$ cat src/rtl/csa_seq_ctrl.sv
// csa_seq_ctrl: multi-cycle sequencer that adds two WIDTH-bit operands one
// SIZE-bit chunk per clock, LSB chunk first, through a registered carry.
// Valid/ready handshakes on both the operand and the result side.
// Optional macro ZERO_SKIP_EN: when the remaining upper part of B is zero,
// finish the upper bits in one cycle with an AND-chain incrementer.
module csa_seq_ctrl #(
  parameter int WIDTH = 32,
  parameter int SIZE  = 4
) (
  input  logic             clk,
  input  logic             rst,
  input  logic             in_valid,
  output logic             in_ready,
  input  logic [WIDTH-1:0] a,
  input  logic [WIDTH-1:0] b,
  input  logic             cin,
  output logic             out_valid,
  input  logic             out_ready,
  output logic [WIDTH-1:0] sum,
  output logic             cout,
  output logic             busy
);

  localparam int NCHUNK = WIDTH / SIZE;
  localparam int IDXW   = (NCHUNK > 1) ? $clog2(NCHUNK) : 1;

  generate
    if ((SIZE < 1) || ((WIDTH % SIZE) != 0)) begin : g_bad_param
      $error("csa_seq_ctrl: WIDTH must be a positive multiple of SIZE");
    end
  endgenerate

  typedef enum logic [1:0] {
    IDLE = 2'd0,
    RUN  = 2'd1,
    DONE = 2'd2
  } state_e;

  state_e            state_q, state_d;
  logic [IDXW-1:0]   idx_q, idx_d;
  logic              carry_q, carry_d;
  logic [WIDTH-1:0]  sum_q, sum_d;
  logic              cout_q, cout_d;
  logic [WIDTH-1:0]  a_q, a_d;
  logic [WIDTH-1:0]  b_q, b_d;

  logic [SIZE-1:0]   a_ch_s;
  logic [SIZE-1:0]   b_ch_s;
  logic [SIZE:0]     chunk_sum_s;

`ifdef ZERO_SKIP_EN
  logic              skip_s;
  logic [WIDTH-1:0]  skip_sum_s;
  logic              skip_cout_s;
`endif

  // Select the operand chunks addressed by the index and add them with the carry.
  always_comb begin
    a_ch_s = {SIZE{1'b0}};
    b_ch_s = {SIZE{1'b0}};
    for (int k = 0; k < NCHUNK; k++) begin
      if (idx_q == IDXW'(k)) begin
        a_ch_s = a_q[k*SIZE +: SIZE];
        b_ch_s = b_q[k*SIZE +: SIZE];
      end else begin
        a_ch_s = a_ch_s;
        b_ch_s = b_ch_s;
      end
    end
    chunk_sum_s = {1'b0, a_ch_s} + {1'b0, b_ch_s} + {{SIZE{1'b0}}, carry_q};
  end

`ifdef ZERO_SKIP_EN
  // Detect an all-zero upper B and precompute the incremented upper A bits.
  always_comb begin
    logic chain;
    chain       = 1'b0;
    skip_s      = 1'b0;
    skip_sum_s  = sum_q;
    skip_cout_s = 1'b0;
    for (int k = 0; k < NCHUNK; k++) begin
      if (idx_q == IDXW'(k)) begin
        skip_s = ((b_q >> (k*SIZE)) == {WIDTH{1'b0}});
        chain  = carry_q;
        for (int i = k*SIZE; i < WIDTH; i++) begin
          skip_sum_s[i] = a_q[i] ^ chain;
          chain         = chain & a_q[i];
        end
        skip_cout_s = chain;
      end else begin
        skip_s = skip_s;
      end
    end
  end
`endif

  // Next-state and datapath update for the IDLE/RUN/DONE sequencer.
  always_comb begin
    state_d = state_q;
    idx_d   = idx_q;
    carry_d = carry_q;
    sum_d   = sum_q;
    cout_d  = cout_q;
    a_d     = a_q;
    b_d     = b_q;
    case (state_q)
      IDLE: begin
        if (in_valid) begin
          a_d     = a;
          b_d     = b;
          carry_d = cin;
          idx_d   = {IDXW{1'b0}};
          sum_d   = {WIDTH{1'b0}};
          state_d = RUN;
        end else begin
          state_d = IDLE;
        end
      end
      RUN: begin
        for (int k = 0; k < NCHUNK; k++) begin
          if (idx_q == IDXW'(k)) begin
            sum_d[k*SIZE +: SIZE] = chunk_sum_s[SIZE-1:0];
          end else begin
            sum_d[k*SIZE +: SIZE] = sum_d[k*SIZE +: SIZE];
          end
        end
        carry_d = chunk_sum_s[SIZE];
        if (idx_q == IDXW'(NCHUNK-1)) begin
          cout_d  = chunk_sum_s[SIZE];
          state_d = DONE;
        end else begin
          idx_d = idx_q + 1'b1;
        end
`ifdef ZERO_SKIP_EN
        if (skip_s) begin
          sum_d   = skip_sum_s;
          cout_d  = skip_cout_s;
          state_d = DONE;
        end else begin
          state_d = state_d;
        end
`endif
      end
      DONE: begin
        if (out_ready) begin
          state_d = IDLE;
        end else begin
          state_d = DONE;
        end
      end
      default: begin
        state_d = IDLE;
      end
    endcase
  end

  // State, operand and result registers with asynchronous reset.
  always_ff @(posedge clk or posedge rst) begin
    if (rst) begin
      state_q <= IDLE;
      idx_q   <= {IDXW{1'b0}};
      carry_q <= 1'b0;
      sum_q   <= {WIDTH{1'b0}};
      cout_q  <= 1'b0;
      a_q     <= {WIDTH{1'b0}};
      b_q     <= {WIDTH{1'b0}};
    end else begin
      state_q <= state_d;
      idx_q   <= idx_d;
      carry_q <= carry_d;
      sum_q   <= sum_d;
      cout_q  <= cout_d;
      a_q     <= a_d;
      b_q     <= b_d;
    end
  end

  assign in_ready  = (state_q == IDLE);
  assign out_valid = (state_q == DONE);
  assign busy      = (state_q == RUN) || (state_q == DONE);
  assign sum       = sum_q;
  assign cout      = cout_q;

endmodule

$ cat config.mk
export PLATFORM = sky130hd
export DESIGN_NAME = csa_seq_ctrl
export DESIGN_NICKNAME = d
export VERILOG_FILES = /design/src/rtl/csa_seq_ctrl.sv
export SDC_FILE = /design/constraint.sdc
export NUM_CORES = 1
export LEC_CHECK = 0
export ABC_AREA = 1
export CORE_MARGIN = 2
export CORE_UTILIZATION = 50
export DETAILED_ROUTE_END_ITERATION = 16
export HOLD_SLACK_MARGIN = 0.02
export PLACE_DENSITY = 0.75
export SLEW_MARGIN = 20
export SYNTH_ARGS = -nofsm -noshare
export SYNTH_HDL_FRONTEND = slang
export SYNTH_SLANG_ARGS = --single-unit
export TNS_END_PERCENT = 30
$ cat constraint.sdc
create_clock -name clk -period 3.91 [get_ports clk]
set_input_delay 0.9775 -clock clk [delete_from_list [all_inputs] [get_ports clk]]
set_output_delay 0.9775 -clock clk [all_outputs]
set_load 0.03 [all_outputs]
# Yosys cells after proc, flatten, opt, wreduce, memory -nomap -nowiden
# Index checks and enable logic that the tools add are counted.
[classes] n_reduce_logical=16 addsub=3 mux=35 n_eq_ne=19
[ops] cell="$mux W4" count=24
[ops] cell="$pmux W32 S2" count=1
[ops] cell="$mux W32" count=1
[ops] cell="$reduce_and A3 Y1" count=9
[ops] cell="$ne A2 B2 Y1 const B" count=10
[ops] cell="$eq A3 B3 Y1 const B" count=4
[ops] cell="$eq A3 B2 Y1 const B" count=2
[ops] cell="$mux W3" count=2
[ops] cell="$pmux W2 S3" count=1
[ops] cell="$pmux W3 S2" count=1
[ops] cell="$reduce_and A2 Y1" count=3
[ops] cell="$add A4 B4 Y5" count=1
[ops] cell="$add A5 B1 Y5" count=1
[ops] cell="$mux W2" count=2
[ops] cell="$add A3 B1 Y3 const B" count=1
[ops] cell="$eq A3 B1 Y1 const B" count=1
[ops] cell="$logic_not A3 Y1" count=1
[ops] cell="$eq A2 B1 Y1 const B" count=1
[ops] cell="$eq A2 B2 Y1 const B" count=1
[ops] cell="$logic_not A2 Y1" count=1
[ops] cell="$mux W1" count=2
[ops] cell="$pmux W1 S2" count=1
[ops] cell="$reduce_bool A2 Y1" count=1
[ops] cell="$logic_or A1 B1 Y1" count=1
[totals] reg_bits=103 out_inout_bits=36 input_bits=69

# Depth between registers and ports, before layout
[depth] depth_word=13 ltp_mapped=21 ltp_nobuf=21

# Least setup slack after synthesis
# No wires, ideal clock.
[synth_path] path_type="reg2reg" from="register idx_q[2]" to="register sum_q[2], in the netlist sum[2]" t_required_ns=3.771 n_path_buf=2 arrival_ns=2.642 setup_slack_ns=1.128 path_stages_with_launch=18 period_less_slack_ns=2.782 cell_sequence="dfrtp_1 > buf_6 > inv_6 > ha_1 > clkbuf_1 > inv_1 > nand3_1 > nand3_1 > nand2_1 > nand2_1 > nand2_1 > nand2_1 > fa_1 > fa_1 > inv_1 > a21oi_1 > o21ai_1 > o21ai_0"
[synth_via] elab_chain_len=13 elab_cells_between_ends=30
[synth_rtl] item="start: declaration" line="40" rtl="logic [IDXW-1:0] idx_q, idx_d;"
[synth_rtl] item="start signal: assignment" line="161" rtl="idx_q <= {IDXW{1'b0}};"
[synth_rtl] item="start signal: assignment" line="169" rtl="idx_q <= idx_d;"
[synth_rtl] item="$logic_not A3 Y1" line="62, 121"
[synth_rtl] item="$mux W4 (8 in a row)" line="62" rtl="if (idx_q == IDXW'(k)) begin"
[synth_rtl] item="$add A4 B4 Y5" line="70" rtl="chunk_sum_s = {1'b0, a_ch_s} + {1'b0, b_ch_s} + {{SIZE{1'b0}}, carry_q};"
[synth_rtl] item="$add A5 B1 Y5" line="70"
[synth_rtl] item="$mux W4" line="121" rtl="if (idx_q == IDXW'(k)) begin"
[synth_rtl] item="$pmux W32 S2" line="106" rtl="case (state_q)"
[synth_rtl] item="end signal: assignment" line="163" rtl="sum_q <= {WIDTH{1'b0}};"
[synth_rtl] item="end signal: assignment" line="171" rtl="sum_q <= sum_d;"
[synth_rtl] item="end: declaration" line="42" rtl="logic [WIDTH-1:0] sum_q, sum_d;"
# Several ways; a longest one is shown, not always the timed one. The select of a mux whose other input is x is not followed.
# A chain may end at the register's enable or synchronous reset.

# Worst setup path in the final report
[layout_path] from="register idx_q[2]" to="register sum_q[30], in the netlist sum[30]"
[layout_via] elab_chain_len=13 elab_cells_between_ends=30
[layout_rtl] item="$logic_not A3 Y1" line="62"
[layout_rtl] item="$mux W4 (8 in a row)" line="62"
[layout_rtl] item="$add A4 B4 Y5" line="70"
[layout_rtl] item="$add A5 B1 Y5" line="70"
[layout_rtl] item="$mux W4" line="121"
[layout_rtl] item="$pmux W32 S2" line="106"
# Several ways; a longest one is shown, not always the timed one. The select of a mux whose other input is x is not followed.

==> out/results.ini <==
[timing]
finalMaxSlewViolations=0
worstMarginPinSlew_ns=0.869
fin_crit_ns=3.42
finalSetupViolCount=0
hold_viol_final=0
maxSlewHeadroom_pct=42.1
grt_setup_unrepaired=false
timing.fmax_mhz=292
fin_ws_ns=0.486
post-route-period-util_pct=87.6
clock-skew-final_ns=0.0123
finalSetupTns_ns=0

[clock_tree]
clock_tree.htree_level_count=3
post_cts.repair.setup_buffers=0
cts.hold.buffers_added=0
clk_pin_slew_worst_paths_ns=0.10
cts.repair.resized=0
cts_sinks=103
clock_insertion_delay_worst_skew_ns=0.38
cts-root-to-sink-buffers=2
tritoncts_clock_tree=built
cts_root_buf=sky130_fd_sc_hd__clkbuf_8
cts_made_buffers=9

[global_route]
grt_util_met1_pct=29.0
globalRouteOverflowTotal=0
use_met3_pct=3.56
grt_busiest_layer=met2
first_global_vias=3745
grt_use_total_pct=21.5
antenna_found_initial=0
pin_count_of_the_biggest_net_entering_global_routing=78
global_route_wire_length_before_repair_um=17800
groute.layer.met2.usage_pct=36.5

[drt]
drcViolationCount=0
drtAntennaViolNets=0
route.vias.total=3846
detail_route.iter0.violations=169
drt_wl_total_um=11000
vias_per_cell=5.09
routed_wire_length_per_instance_um=14.5
drt_pass_1_iters=5

[critical_path]
arrival_ns=3.66
cp-end-kind=register
critPathMaxFanout=10
crit_required_ns=4.14
critical_path.startpoint_type=register
setup.worst_path.class=reg -> reg
worst-r2r-setup-slack_ns=0.49

[logic_synthesis]
mappedNetlistNets=599
netlist_area_um2=4940
ys.warnings.count=0
synthMostInstantiatedCell=sky130_fd_sc_hd__nand2_1
synth_cell_type_count=29
synth_common_cells=sky130_fd_sc_hd__nand2_1, sky130_fd_sc_hd__dfrtp_1, sky130_fd_sc_hd__mux2_2, sky130_fd_sc_hd__inv_1, sky130_fd_sc_hd__o21ai_0
synth_area_leaders=sky130_fd_sc_hd__dfrtp_1, sky130_fd_sc_hd__mux2_2, sky130_fd_sc_hd__nand2_1, sky130_fd_sc_hd__o21ai_0, sky130_fd_sc_hd__inv_1
yosys.area.top_type_share_pct=52.2
synth_largest_area_cell=sky130_fd_sc_hd__dfrtp_1
synthArstFlopShare_pct=100
synth_edf_count=0
yosys_register_bits=103
synth.avg_cell_area_um2=9.59
synth_seq_area_share_pct=52.2
ys_dominant_reg_cell=sky130_fd_sc_hd__dfrtp_1
post_synth_inst_count=515

[finish]
flow.area_growth_from_synthesis_pct=26.8
fraction_of_final_layout_cells_with_drive_strength_greater_than_1_pct=14.6
antenna-diode-count=0
stdcell_area_um2=6260
finalCoreUtilization_pct=64.7
finalNetCount=702

[hold_path]
holdCritPathClass=reg -> reg

[floorplanning]
ios=105
floorplan.initialDensity_pct=51.0
design.die.area_um2=10700
core-area_um2=9680
chipWidth_um=103
die_y_um=103
std_cell_rows=36

[placed_design]
detailedPlace.worstSlack_ns=0.523
buffer_ports.inserted=104
detailed_place.area_um2=6070
place_hpwl_um=8240
finalWeightedCongestion=0.880

[power]
irDropWorstVdd_uv=353
power_density_nw_per_um2=722
p_leak_nw=2.87

[status]
outcome=finished clean

[run]
drv_cap=0

-- final cells by class --
type / count / area, um^2
tap: 133 / 166
multi-input combinational: 345 / 2050
fill: 778 / 3420
inverter: 52 / 203
clock inverter: 5 / 58.8
clock buffer: 11 / 131
sequential: 103 / 2580
timing repair buffer: 107 / 1080
-- layer usage --
| layer | up-vias | routed length (um) |
|---|---|---|
| li1 | 1885 | - |
| met2 | 121 | 5330 |
| met3 | 12 | 556 |
| met4 | 0 | 121 |
| met1 | 1828 | 4960 |
| met5 | - | 0 |
-- power by group --
| group | switching, mW | total [mW] | internal, mW | leakage [nW] |
|---|---|---|---|---|
| clock | 0.367 | 0.664 | 0.297 | 0.0895 |
| sequential | 0.230 | 1.71 | 1.48 | 1.27 |
| combinational | 1.26 | 2.15 | 0.890 | 1.51 |
-- cell families after synthesis --
family	count (synthesis)	synth area share, %
AO/OA/AOI/OAI	80	9.15
multiplexers	52	11.9
flip-flops	103	52.2
AND/OR/NAND/NOR	198	16.4
buffers and inverters	67	6.28
adder cells (fa/ha/maj)	15	4.10
-- worst paths after layout --
kind,from,end,cells past startpoint
max in group asynchronous,rst,sum[23],3
max reg2reg,idx_q[2],sum[30],15
min,sum[14],sum[14],2
min in group asynchronous,rst,sum[4],2
min reg2reg,sum[14],sum[14],2
max,idx_q[2],sum[30],15
-- sequential cells by signal (all words and copies together), names as in the netlist --
name     count
a_q         32
cout         1
sum         32
carry_q      1
b_q         32
state_q      2
idx_q        3
-- worst max-delay path, cell delays in order, from the launching register on --
cell                      delay, ns
sky130_fd_sc_hd__dfrtp_1       0.53
sky130_fd_sc_hd__inv_6         0.14
sky130_fd_sc_hd__ha_1          0.37
sky130_fd_sc_hd__inv_1         0.22
sky130_fd_sc_hd__nand3_1       0.14
sky130_fd_sc_hd__nand3_1       0.09
sky130_fd_sc_hd__nand2_1       0.12
sky130_fd_sc_hd__nand2_1       0.05
sky130_fd_sc_hd__nand2_1       0.07
sky130_fd_sc_hd__nand2_1       0.06
sky130_fd_sc_hd__fa_1          0.40
sky130_fd_sc_hd__fa_1          0.38
sky130_fd_sc_hd__inv_1         0.10
sky130_fd_sc_hd__a21oi_1       0.07
sky130_fd_sc_hd__o21ai_1       0.37
sky130_fd_sc_hd__o21ai_0       0.17
-- through the flow --
stage	power, mW	hold WS [ns]	instances
2_1_floorplan	3.24	0.471	515
3_3_place_gp	3.80	0.466	740
3_5_place_dp	3.87	0.474	740
4_1_cts	4.53	0.494	756
5_1_grt	4.89	0.517	756
6_report	4.52	0.490	756
-- layout by cell type, fill, tap and decap left out, types with 3 or more instances in the layout --
| master | instances |
|---|---|
| sky130_fd_sc_hd__inv_2 | 5 |
| sky130_fd_sc_hd__o21ai_2 | 5 |
| sky130_fd_sc_hd__clkdlybuf4s50_1 | 104 |
| sky130_fd_sc_hd__mux2_2 | 52 |
| sky130_fd_sc_hd__nand3_1 | 30 |
| sky130_fd_sc_hd__o21ai_1 | 3 |
| sky130_fd_sc_hd__o21ai_0 | 42 |
| sky130_fd_sc_hd__ha_1 | 13 |
| sky130_fd_sc_hd__nand2_2 | 4 |
| sky130_fd_sc_hd__a21oi_1 | 21 |
| sky130_fd_sc_hd__dfrtp_1 | 103 |
| sky130_fd_sc_hd__nand2_1 | 118 |
| sky130_fd_sc_hd__inv_1 | 45 |
| sky130_fd_sc_hd__nor2_1 | 40 |
| sky130_fd_sc_hd__o211ai_1 | 3 |
| sky130_fd_sc_hd__clkbuf_8 | 9 |
(Power assumes the default switching activity.)
